<file path="src/rtl/ram_access_arbiter.sv">
// ram_access_arbiter: shares one DRAM array among CPU, video DMA, sound DMA and CAS-before-RAS refresh,
// one registered RAS/CAS cycle at a time, with a CPU anti-starvation guard.
module ram_access_arbiter #(
  parameter int RAS_CYC     = 2,
  parameter int CAS_CYC     = 2,
  parameter int PRE_CYC     = 2,
  parameter int REF_CYC     = 3,
  parameter int CPU_MAXWAIT = 8
) (
  input  logic       CLK,
  input  logic       RST,
  input  logic       RefReq,
  input  logic       RefUrg,
  output logic       RefAck,
  input  logic       CPUReq,
  output logic       CPUAck,
  input  logic       VidReq,
  output logic       VidAck,
  input  logic       SndReq,
  output logic       SndAck,
  output logic [2:0] Gnt,
  output logic       RASn,
  output logic       CASn
);
  localparam int PMAXA = RAS_CYC > CAS_CYC ? RAS_CYC : CAS_CYC;
  localparam int PMAXB = PRE_CYC > REF_CYC ? PRE_CYC : REF_CYC;
  localparam int PMAX  = PMAXA > PMAXB ? PMAXA : PMAXB;
  localparam int CW    = $clog2(PMAX + 1);
  localparam int WW    = $clog2(CPU_MAXWAIT + 1);
  typedef enum logic [2:0] {IDLE, RAS, CAS, CBR, REF, PRE} state_t;
  state_t state, nState;
  logic [CW-1:0] phase, nPhase;
  logic [2:0] nGnt;
  logic [WW-1:0] waitCnt;
  logic refDone, refP, urgP, starved, phaseEnd, accAck;
  int len;
  always_comb begin
    refP = RefReq & ~refDone;
    urgP = RefUrg & ~refDone;
    starved = CPUReq && waitCnt == WW'(CPU_MAXWAIT);
    len = state == RAS ? RAS_CYC : state == CAS ? CAS_CYC : state == REF ? REF_CYC : state == PRE ? PRE_CYC : 1;
    phaseEnd = phase == CW'(len - 1);
    nState = state;
    nPhase = phase + 1'b1;
    nGnt = Gnt;
    if (state == IDLE) begin
      nPhase = '0;
      nGnt = urgP ? 3'd4 : VidReq ? 3'd2 : starved ? 3'd1 : SndReq ? 3'd3 : CPUReq ? 3'd1 : refP ? 3'd4 : 3'd0;
      nState = nGnt == 3'd0 ? IDLE : nGnt == 3'd4 ? CBR : RAS;
    end else if (phaseEnd) begin
      nPhase = '0;
      nState = state == RAS ? CAS : state == CBR ? REF : state == PRE ? IDLE : PRE;
      if (state == PRE) nGnt = 3'd0;
    end
    accAck = nState == CAS && nPhase == CW'(CAS_CYC - 1);
  end
  // Strobes and acks are decoded from the next state so every output is a flop.
  always_ff @(posedge CLK or posedge RST) begin
    if (RST) begin
      state   <= IDLE;
      phase   <= '0;
      Gnt     <= 3'd0;
      RASn    <= 1'b1;
      CASn    <= 1'b1;
      CPUAck  <= 1'b0;
      VidAck  <= 1'b0;
      SndAck  <= 1'b0;
      RefAck  <= 1'b0;
      refDone <= 1'b0;
      waitCnt <= '0;
    end else begin
      state   <= nState;
      phase   <= nPhase;
      Gnt     <= nGnt;
      RASn    <= !(nState inside {RAS, CAS, REF});
      CASn    <= !(nState inside {CAS, CBR, REF});
      CPUAck  <= accAck && nGnt == 3'd1;
      VidAck  <= accAck && nGnt == 3'd2;
      SndAck  <= accAck && nGnt == 3'd3;
      RefAck  <= nState == REF && nPhase == CW'(REF_CYC - 1);
      refDone <= RefReq & (refDone | RefAck);
      waitCnt <= (!CPUReq || CPUAck) ? '0 :
                 (Gnt != 3'd1 && waitCnt != WW'(CPU_MAXWAIT)) ? waitCnt + 1'b1 : waitCnt;
    end
  end
endmodule

</file>
<file path="config.mk">
export PLATFORM = sky130hd
export DESIGN_NAME = ram_access_arbiter
export DESIGN_NICKNAME = d
export VERILOG_FILES = /design/src/rtl/ram_access_arbiter.sv
export SDC_FILE = /design/constraint.sdc
export NUM_CORES = 1
export LEC_CHECK = 0
export CORE_MARGIN = 8
export CORE_UTILIZATION = 45
export CTS_CLUSTER_DIAMETER = 100
export DETAILED_ROUTE_END_ITERATION = 12
export GPL_TIMING_DRIVEN = 0
export PLACE_DENSITY = 0.68
export SYNTH_ARGS = -nofsm -noshare
export SYNTH_HDL_FRONTEND = slang
export SYNTH_SLANG_ARGS = --single-unit
</file>
<file path="constraint.sdc">
create_clock -name CLK -period 4.4 [get_ports CLK]
set_clock_uncertainty 0.05 [all_clocks]
set_input_delay 0.44 -clock CLK [delete_from_list [all_inputs] [get_ports CLK]]
set_output_delay 0.44 -clock CLK [all_outputs]
set_load 0.02 [all_outputs]
</file>
### Yosys cells after proc, flatten, opt, wreduce, memory -nomap -nowiden

Cells that the tools add are included.

* input port bits: 7
* output and inout port bits: 9
* register bits after elaboration: 19
* word-level logic and storage cells: 78

* reductions and logical operators: 16
* eq/ne operators: 19
* bitwise gates (word level): 5
* $add $sub $neg: 3
* mux-type cells: 24

Operators with widths (count)
* 3-bit two-way mux: 14
* 3-bit by 2-bit == test with 1-bit output, second input constant: 6
* 2-bit two-way mux: 8
* 3-bit == test, second input constant: 4
* 3-bit by 1-bit == test with 1-bit output, second input constant: 3
* 4-bit two-way mux: 2
* 1-bit logical AND: 7
* 3-bit logical NOT: 2
* 3-bit nonzero test: 2
* 4-bit by 1-bit adder with 4-bit output, second input constant: 1
* 4-bit == test, second input constant: 1
* 4-bit != test, second input constant: 1
* 1-bit AND: 3
* 1-bit logical NOT: 3
* 3-bit by 1-bit != test with 1-bit output, second input constant: 1
* 2-bit by 1-bit adder with 2-bit output, second input constant: 1
* 2-bit by 1-bit == test with 1-bit output, second input constant: 1
* 2-bit == test: 1
* 2-bit == test, second input constant: 1
* 2-bit nonzero test: 1
* 2-bit by 1-bit subtractor with 2-bit output, second input constant: 1
* 1-bit logical OR: 1
* 1-bit NOT: 1
* 1-bit bitwise OR: 1

### Depth between registers and ports, before layout

* depth in word-level cells: 15
* mapped depth: 6
* mapped depth without buffers: 6

### Worst setup path before layout

Ideal clock, no wire load.

* path type: register to register
* from: register state[0]
* to: register VidAck
* clock period less this slack: 1555 ps
* data required time: 4229 ps
* buffers on the path: 1
* setup slack: 2845 ps
* setup time: 121 ps
* data arrival time: 1384 ps
* stages on the path, launching flop included: 7
* cell sequence: dfrtp_1 > buf_6 > nor3_4 > nand2_2 > or3_1 > a21oi_2 > and4b_1

* elaborated cells on any way between the ends: 27
* those cells by class: add/sub (1); eq/ne (9); mux (14); reduce/logical (3)

RTL lines
* start, declared: line 31 `state_t state, nState;`
* start signal, assigned: line 72 `state <= nState;`
* 3-bit == test: line 41, 53
* 2-bit two-way mux (4 in a row): line 41 `len = state == RAS ? RAS_CYC : state == CAS ? CAS_CYC : state == REF ? REF_CYC : state == PRE ? PRE_CYC : 1;`
* 2-bit by 1-bit subtractor with 2-bit output: line 42 `phaseEnd = phase == CW'(len - 1);`
* 2-bit == test: line 42
* 3-bit two-way mux: line 50 `end else if (phaseEnd) begin`
* 3-bit two-way mux *: line 46 `if (state == IDLE) begin`
* named net nGnt[0]: line 33 `logic [2:0] nGnt;`
* 3-bit by 2-bit == test with 1-bit output *: line 78 `VidAck <= accAck && nGnt == 3'd2;`
* 1-bit logical AND *: line 78
* end signal, assigned: line 66 `VidAck <= 1'b0;`
* end signal, assigned: line 78
* end, declared: line 18 `output logic VidAck,`

Mark *: on every way through the listed nets, which the timed path passes. The rest lies on a longest branch.
A chain may end at the register's enable or synchronous reset.

### Worst setup path after layout

* from: register CASn
* to: output port CASn

RTL lines
* start, declared: line 23 `output logic CASn`
* start signal, assigned: line 76 `CASn <= !(nState inside {CAS, CBR, REF});`

No word-level cell between the ends.

==> metrics.md <==
| Metric | Value |
|---|---|
| Status | `finished clean` |
| CTS Hold Bufs | `0` |
| Ys async rst share | `100.0%` |
| Core area | `2212 µm²` |
| Fmax | `0.5230 GHz` |
| Chip Height | `64.44 µm` |
| Setup TNS | `0 ns` |
| CP Capture Type | `output port` |
| Area growth syn-to-layout | `20.14%` |
| CTS HTree Levels | `1` |
| Post-synth top cells | `dfrtp_1, nor2_1, o21ai_0, inv_1, nand2_1` |
| Antenna violation net count after detailed routing | `0` |
| Hold Path Class | `reg -> reg` |
| Post-CTS Setup Inserts | `0` |
| Syn. warnings | `0` |
| Mapped Avg Cell Area | `9.263 µm²` |
| Rows | `17` |
| Critical path launch point type | `register` |
| Gr usage total | `12.56%` |
| Max Cap Viol | `0` |
| Hold_sp | `RefAck$_DFF_PP0_` |
| WL/cell | `14.42 µm` |
| PnR Total Power | `0.8185 mW` |
| Worst path slowest cell | `clkdlybuf4s50_1` |
| Tightest Pin Transition | `0.7088 ns` |
| Critical R2R Launch | `state[0]$_DFF_PP0_` |
| Slew Limit Headroom | `52.70%` |
| Inst Count DP | `157` |
| Clock Pin Slew Worst Setup and Hold Paths | `0.11 ns` |
| Top Layer Used | `met4` |
| CTS resizes | `0` |
| Sequential cell area fraction in the yosys report | `45.26%` |
| Mapped Nets | `123` |
| Synth Register Bits | `19` |
| DR WL met3 | `109 µm` |
| I/O pin count | `16` |
| Global-route wire length before repair | `4.160 mm` |
| Pins over their slew limit | `0` |
| Worst path max stage delay | `0.59 ns` |
| Area contributors post-synth | `dfrtp_1, nor2_1, dfstp_2` |
| DR iter-0 viols | `40` |
| Post-DR vias/cell | `5.720` |
| Met2 WL post-DR | `1.088 mm` |
| Crit-path cells | `clkdlybuf4s50_1` |
| Clock buffer depth | `2` |
| Unique masters post-synth | `35` |
| Die area | `4153 µm²` |
| Final period util | `43.46%` |
| CP required | `3.91 ns` |
| Clock root cell | `clkbuf_4` |
| Post-layout min period | `1.912 ns` |
| DP HPWL | `1.773 mm` |
| Dpl ws | `2.373 ns` |
| Fin cells | `161` |
| I/O Buffers | `15` |
| Peak supply drop | `0.3861 mV` |
| Number of global-route vias before repair | `906` |
| Initial antenna violation count | `0` |
| DR vias | `921` |
| Dpl cell area | `1241 µm²` |
| Clk sinks | `19` |
| Post-synth EDFFs | `0` |
| Share of cells above drive strength 1 | `10.53%` |
| Cell taking the most area after synthesis | `dfrtp_1` |
| Synthesized area | `1056 µm²` |
| CTS tree | `built` |
| DR pass1 iterations | `4` |
| Crit path DAT | `1.42 ns` |
| Overflow after GRT | `0` |
| Initial Util | `47.74%` |
| Unrepaired setup endpoints after global routing | `false` |
| Fin area | `1269 µm²` |
| # setup viols final | `0` |
| Final wirelength | `2.321 mm` |
| Synth Flop Type | `dfrtp_1` |
| Routability cong. | `0.8431` |
| Count leader, synth | `dfrtp_1` |
| Met1 WL | `1.050 mm` |
| Crit path kind | `reg -> out` |
| Setup crit start | `CASn$_DFF_PP1_` |
| Largest net degree at the start of global routing | `20` |
| Family with the most delay on the worst path | `buffers and inverters` |
| Cell Pwr Density | `645.1 nW/µm²` |
| Final worst setup slack | `2.488 ns` |
| Final hold violations | `0` |
| Crit path max fanout | `1` |
| Num CTS Buffers | `3` |
| # diodes | `0` |
| Synth top area share | `40.28%` |
| DRC Markers | `0` |
| Die W | `64.44 µm` |
| Buf/Inv on CP | `1` |
| Clock Latency Late Sink | `0.30 ns` |
| Final nets | `143` |
| Leak | `0.5469 nW` |
| Syn Inst Count | `114` |
==> layer usage <==
metal / GRT usage (%) / vias to the layer above
met3: 2.921 / 4
met5: 0 / -
met1: 14.84 / 456
met2: 19.50 / 17
met4: 9.264 / 0
li1: - / 444
==> state kept, by name, indices dropped and copies added, names as in the netlist <==
| register | flops |
|---|---|
| CASn | 1 |
| CPUAck | 1 |
| Gnt | 3 |
| RASn | 1 |
| RefAck | 1 |
| SndAck | 1 |
| VidAck | 1 |
| phase | 2 |
| refDone | 1 |
| state | 3 |
| waitCnt | 4 |
==> cell families after synthesis <==
logic type | after synthesis | share of synthesized area, %
AOI/OAI and AO/OA | 30 | 19.55
xor gates and xnor gates | 3 | 2.489
adders and majority gates | 2 | 2.369
buffers and inverters | 13 | 5.686
DFF | 19 | 45.26
muxes | 3 | 2.844
and+or+nand+nor | 44 | 21.80
==> stage by stage <==
stage	utilization [%]	hold WS, ns
finish	57.35	0.4589
global route	57.35	0.5042
CTS	57.35	0.4591
detailed placement	56.11	0.4295
global placement	56.11	0.4383
floorplan	-	0.3397
==> power by group <==
group	switching (mW)	leakage (nW)	internal [mW]
combinational	0.254	0.286	0.195
sequential	0.0425	0.244	0.238
clock	0.0549	0.0177	0.0339
==> area by class of cell <==
class                           instances  area, µm²
Buffer                                  7      37.54
Inverter                                6      22.52
Clock inverter                          1      5.005
Fill cell                             214      943.4
Multi-Input combinational cell         82      518.0
Timing Repair Buffer                   15      150.1
Sequential cell                        19      478.0
Tap cell                               28      35.03
Clock buffer                            3      22.52
==> final timing paths <==
kind	end	slack (ns)	cells past startpoint
worst max-delay path	CASn	2.49	1
worst min-delay path	refDone$_DFF_PP0_	0.46	1
worst max register to register	VidAck$_DFF_PP0_	2.69	6
worst min register to register	refDone$_DFF_PP0_	0.46	1
max in group asynchronous	VidAck$_DFF_PP0_	3.37	2
min in group asynchronous	refDone$_DFF_PP0_	0.49	2
==> cells in the final DEF (no fill, tap or decap), types with 2 or more instances in the layout <==
cell type	count
o21a_1	2
a21oi_1	4
or3_1	2
a21o_1	2
nand2b_1	4
o211ai_1	3
buf_2	3
xnor2_1	2
dfrtp_1	17
nand2_1	6
clkdlybuf4s50_1	15
nor3_1	5
clkbuf_4	3
ha_1	2
o22ai_1	3
nor2_1	15
mux2i_1	3
o21ai_0	7
clkbuf_1	3
a32oi_1	3
inv_1	6
nor2b_1	5
nand4_1	2
dfstp_2	2
(Power assumes the default switching activity.)
